**config.mk**
```make
export PLATFORM = sky130hd
export DESIGN_NAME = seq_det_sched
export DESIGN_NICKNAME = d
export VERILOG_FILES = /design/src/rtl/seq_det_sched.sv
export SDC_FILE = /design/constraint.sdc
export NUM_CORES = 1
export LEC_CHECK = 0
export ABC_CLOCK_PERIOD_IN_PS = 4030
export CORE_AREA = 2 2 64 66
export DETAILED_ROUTE_END_ITERATION = 8
export DIE_AREA = 0 0 66 68
export PLACE_DENSITY = 0.47
export REMOVE_ABC_BUFFERS = 1
export SKIP_LAST_GASP = 1
export SYNTH_ARGS = -nofsm -noshare
export SYNTH_HDL_FRONTEND = slang
export SYNTH_SLANG_ARGS = --single-unit
```
**constraint.sdc**
```tcl
create_clock -name clk -period 4.03 [get_ports clk]
set_input_delay 0.403 -clock clk [delete_from_list [all_inputs] [get_ports clk]]
set_output_delay 0.403 -clock clk [all_outputs]
set_load 0.005 [all_outputs]
```
**src/rtl/seq_det_sched.sv**
```systemverilog
// Round-robin scheduler sharing one 000/111 Mealy detector across NCH bit channels.
// Optional per-channel saturating hit counters are enabled with `define SEQDET_HIT_COUNT_EN.
module seq_det_sched #(
  parameter int unsigned NCH = 4,
  parameter int unsigned CHW = $clog2(NCH),
  parameter int unsigned CW  = 8
) (
  input  logic           clk,
  input  logic           rst,
  input  logic [NCH-1:0] in_valid,
  input  logic [NCH-1:0] in_bit,
  output logic [NCH-1:0] in_ready,
  output logic           hit_valid,
  output logic [CHW-1:0] hit_ch,
  output logic           hit_kind
`ifdef SEQDET_HIT_COUNT_EN
  ,
  input  logic [CHW-1:0] cnt_sel,
  input  logic           clr_cnt,
  output logic [CW-1:0]  cnt_val
`endif
);

  logic [NCH-1:0]       last_q;
  logic [NCH-1:0][1:0]  run_q;
  logic [CHW-1:0]       rr_q, rr_d;
  logic                 hit_valid_q;
  logic [CHW-1:0]       hit_ch_q;
  logic                 hit_kind_q;

  logic                 grant_found;
  logic [CHW-1:0]       grant_idx;
  logic                 accept;
  logic                 cur_last, cur_bit;
  logic [1:0]           cur_run;
  logic                 next_last;
  logic [1:0]           next_run;
  logic                 hit;

  // First valid channel at or after rr, wrapping modulo NCH.
  always_comb begin
    int unsigned j;
    j           = 0;
    grant_found = 1'b0;
    grant_idx   = '0;
    for (int unsigned i = 0; i < NCH; i++) begin
      j = (int'(rr_q) + i) % NCH;
      if (!grant_found && in_valid[j]) begin
        grant_found = 1'b1;
        grant_idx   = CHW'(j);
      end
    end
  end

  assign accept = grant_found && !rst;

  always_comb begin
    in_ready = '0;
    if (accept) begin
      in_ready[grant_idx] = 1'b1;
    end
  end

  assign rr_d = (grant_idx == CHW'(NCH - 1)) ? '0 : grant_idx + 1'b1;

  // Mealy step on the granted channel's restored context.
  assign cur_last = last_q[grant_idx];
  assign cur_run  = run_q[grant_idx];
  assign cur_bit  = in_bit[grant_idx];

  always_comb begin
    next_last = cur_last;
    next_run  = cur_run;
    hit       = 1'b0;
    if (cur_run == 2'd0 || cur_bit != cur_last) begin
      next_last = cur_bit;
      next_run  = 2'd1;
    end else if (cur_run == 2'd1) begin
      next_run = 2'd2;
    end else begin
      next_run = 2'd2;
      hit      = accept;
    end
  end

  always_ff @(posedge clk) begin
    if (rst) begin
      last_q      <= '0;
      run_q       <= '0;
      rr_q        <= '0;
      hit_valid_q <= 1'b0;
      hit_ch_q    <= '0;
      hit_kind_q  <= 1'b0;
    end else begin
      if (accept) begin
        last_q[grant_idx] <= next_last;
        run_q[grant_idx]  <= next_run;
        rr_q              <= rr_d;
      end
      hit_valid_q <= hit;
      if (hit) begin
        hit_ch_q   <= grant_idx;
        hit_kind_q <= cur_bit;
      end
    end
  end

  assign hit_valid = hit_valid_q;
  assign hit_ch    = hit_ch_q;
  assign hit_kind  = hit_kind_q;

`ifdef SEQDET_HIT_COUNT_EN
  logic [NCH-1:0][CW-1:0] cnt_q;

  // A hit coinciding with a clear on the same channel leaves the count at one.
  always_ff @(posedge clk) begin
    if (rst) begin
      cnt_q <= '0;
    end else begin
      for (int unsigned i = 0; i < NCH; i++) begin
        if (hit && grant_idx == CHW'(i)) begin
          if (clr_cnt && cnt_sel == CHW'(i)) begin
            cnt_q[i] <= CW'(1);
          end else if (cnt_q[i] != {CW{1'b1}}) begin
            cnt_q[i] <= cnt_q[i] + 1'b1;
          end
        end else if (clr_cnt && cnt_sel == CHW'(i)) begin
          cnt_q[i] <= '0;
        end
      end
    end
  end

  assign cnt_val = cnt_q[cnt_sel];
`endif

endmodule

```
==> flow_metrics.py <==
metrics = {
    "status": {
        "status": "complete, no violations",
    },
    "synthesis": {
        "synth_edf_count": 0,
        "netlist_area_mm2": 0.00109,
        "yosys_warnings": 0,
        "synth_most_common_cell": "dfxtp_1",
        "avgSynthCellArea_um2": 8.98,
        "synth_area_leaders": "dfxtp_1 33%, o21ai_0 5.1%, ha_1 4.6%",
        "synthTopCellsByCount": "18 x dfxtp_1, 12 x inv_1, 11 x o21ai_0",
        "synthArstFlopShare": 0,
        "ys.flop_type": "dfxtp_1",
        "yosysSeqAreaShare": 0.332,
        "synth_top_area_frac": 0.332,
        "ys_seq_elements": 18,
        "synthCells": 121,
        "synth.largest_area_cell": "dfxtp_1",
        "synth.distinct_cells": 43,
    },
    "critical_path": {
        "cp.required_ps": 3630,
        "startpoint_type": "input pin",
        "path_cells": "clkdlybuf4s50_1 > nor2b_2 > nor2b_1 > or3_1 > clkinv_4 > ha_1 > nand2_1 > inv_1 > clkdlybuf4s50_1",
        "max_stage_delay_ps": 530,
        "endpoint_kind": "primary output",
        "cp_max_fo": 8,
        "ff2ff_path_depth": 8,
        "crit_type": "in2out",
        "r2r_slack_ps": 1710,
        "crit_path_frequent_cell": "clkdlybuf4s50_1",
        "cp_slowest_cell": "or3_1",
        "critPathArrivalTime_ps": 2760,
    },
    "drt": {
        "wl_mm": 2.37,
        "drc_errors": 0,
        "dr_total_vias": 897,
        "via_per_inst": 4.72,
        "wl_per_cell_um": 12.5,
        "dr.pass1.iters": 4,
        "ant_nets": 0,
        "drt_iter0_drc": 33,
    },
    "min_path": {
        "worstHoldPathCells": 2,
        "hold_class": "reg2reg",
    },
    "clock_tree": {
        "htree_levels": 1,
        "cts_buffers": 3,
        "hold_buffers": 0,
        "root_buffer": "clkbuf_8",
        "clkLatencyLatePin_ps": 250,
        "cts_resized": 0,
        "clk_path_buf_depth": 2,
        "cts.sinks": 18,
        "clk_pin_slew_worst_paths_ps": 60,
        "post-cts-setup-buffers": 0,
        "cts_tree": "done",
    },
    "sta": {
        "hold_viol": 0,
        "fin_setup_tns_ps": 0,
        "max-slew-margin-rel": 0.678,
        "rsz0062_at_grt": "no",
        "skew_ps": 2.76,
        "fmax_mhz": 316,
        "finalSetupViolCount": 0,
        "fin_crit_ps": 3160,
        "slew_violations": 0,
        "worstMarginPinSlew_ps": 483,
        "period_share": 0.784,
    },
    "die": {
        "die_area_mm2": 0.00449,
        "coreArea_mm2": 0.00386,
        "ios": 18,
        "core.rowCount": 23,
        "start_util": 0.282,
        "die_w_um": 66,
        "die_h_um": 68,
    },
    "placement": {
        "portBuffers": 17,
        "dpl.hpwl_mm": 1.82,
        "gp_congestion": 0.841,
    },
    "global_routing": {
        "grt_pass1_wl_mm": 4.05,
        "grt_pass1_vias": 893,
        "grt_max_degree": 20,
        "overflow": 0,
        "antenna_found_initial": 0,
        "grt_util_all_layers": 0.120,
    },
    "layout": {
        "fillers": 420,
        "drive_gt1_frac": 0.193,
        "syn_to_final_growth_pct": 25.1,
        "num_antenna_cells": 0,
        "nets": 155,
    },
    "run": {
        "maxCapViolations": 0,
    },
    "power": {
        "peakVddDrop_v": 0.000147,
        "fin_total_pwr_w": 0.000592,
        "p_leak_nw": 0.551,
        "power.density_mw_per_mm2": 435,
    },
}
routing by layer:
layer	global-route usage	vias up	share of wire
met5	0	-	0
met4	0.0612	0	0.015
met3	0.0197	4	0.034
met2	0.198	18	0.45
met1	0.153	410	0.50
li1	-	465	-
through the flow:
stage                     hold slack [ps]  setup WS (ps)   util  instance area [µm²]  instances
after CTS                             490            844  0.352                 1360        190
after floorplan                       451           1920      -                 1060        117
after detailed placement              479            853  0.338                 1300        186
after global placement                466            892  0.338                 1300        186
after global routing                  537            675  0.352                 1360        190
final                                 483            869  0.352                 1360        190
final timing paths:
| check | to | startpoint |
|---|---|---|
| worst min-delay path | hit_ch[0]$_SDFFE_PP0P_ | hit_ch[0]$_SDFFE_PP0P_ |
| worst max-delay path | in_ready[3] | in_valid[2] |
| worst max register to register | run_q[0]$_SDFFE_PP0P_ | rr_q[1]$_SDFFE_PP0P_ |
| worst min register to register | hit_ch[0]$_SDFFE_PP0P_ | hit_ch[0]$_SDFFE_PP0P_ |
where the power goes:
| part | internal (W) | leakage, nW | switching, W |
|---|---|---|---|
| logic | 0.0000992 | 0.375 | 0.000124 |
| registers | 0.000208 | 0.147 | 0.0000153 |
| clock network | 0.0000867 | 0.0288 | 0.0000580 |
cell usage in the layout (no fill, tap or decap), types with 2 or more instances in the layout:
master / n
buf_4: 2
clkdlybuf4s50_1: 17
nor2b_1: 2
o21ai_0: 11
nand3b_1: 5
inv_1: 12
mux2_2: 2
nor2_1: 7
nand3_1: 4
a21oi_1: 5
nand2b_1: 2
clkbuf_8: 4
dfxtp_1: 18
mux2i_1: 4
nand2_1: 6
nand3_2: 2
ha_1: 4
or3_1: 4
a211oi_1: 4
cell type report:
type	instances	area, µm²	share of cell area
multi-input combinational	85	638	0.470
timing repair buffer	19	185	0.136
clock buffer	4	55.1	0.0405
inverter	14	57.6	0.0424
tap	50	62.6	0.0460
sequential	18	360	0.265
worst max-delay path, delay by kind of cell:
| family | cells | cell delay (ps) |
|---|---|---|
| buf+inv | 4 | 1230 |
| simple gates | 4 | 970 |
| fa+ha+maj | 1 | 150 |
cells by family (layout without fill, tap and decap cells):
kind of cell / after synthesis / after routing / synth area share
DFF: 18 / 18 / 0.332
AOI/OAI and AO/OA: 33 / 33 / 0.226
and+or+nand+nor: 42 / 42 / 0.258
buffers and inverters: 18 / 37 / 0.0806
muxes: 6 / 6 / 0.0576
adders and majority gates: 4 / 4 / 0.0461
registers in the layout, summed over array words and instances, names as in the netlist:
| register | count |
|---|---|
| run_q | 8 |
| rr_q | 2 |
| hit_ch | 2 |
| last_q | 4 |
| hit_valid | 1 |
| hit_kind | 1 |
(Power assumes the default switching activity.)
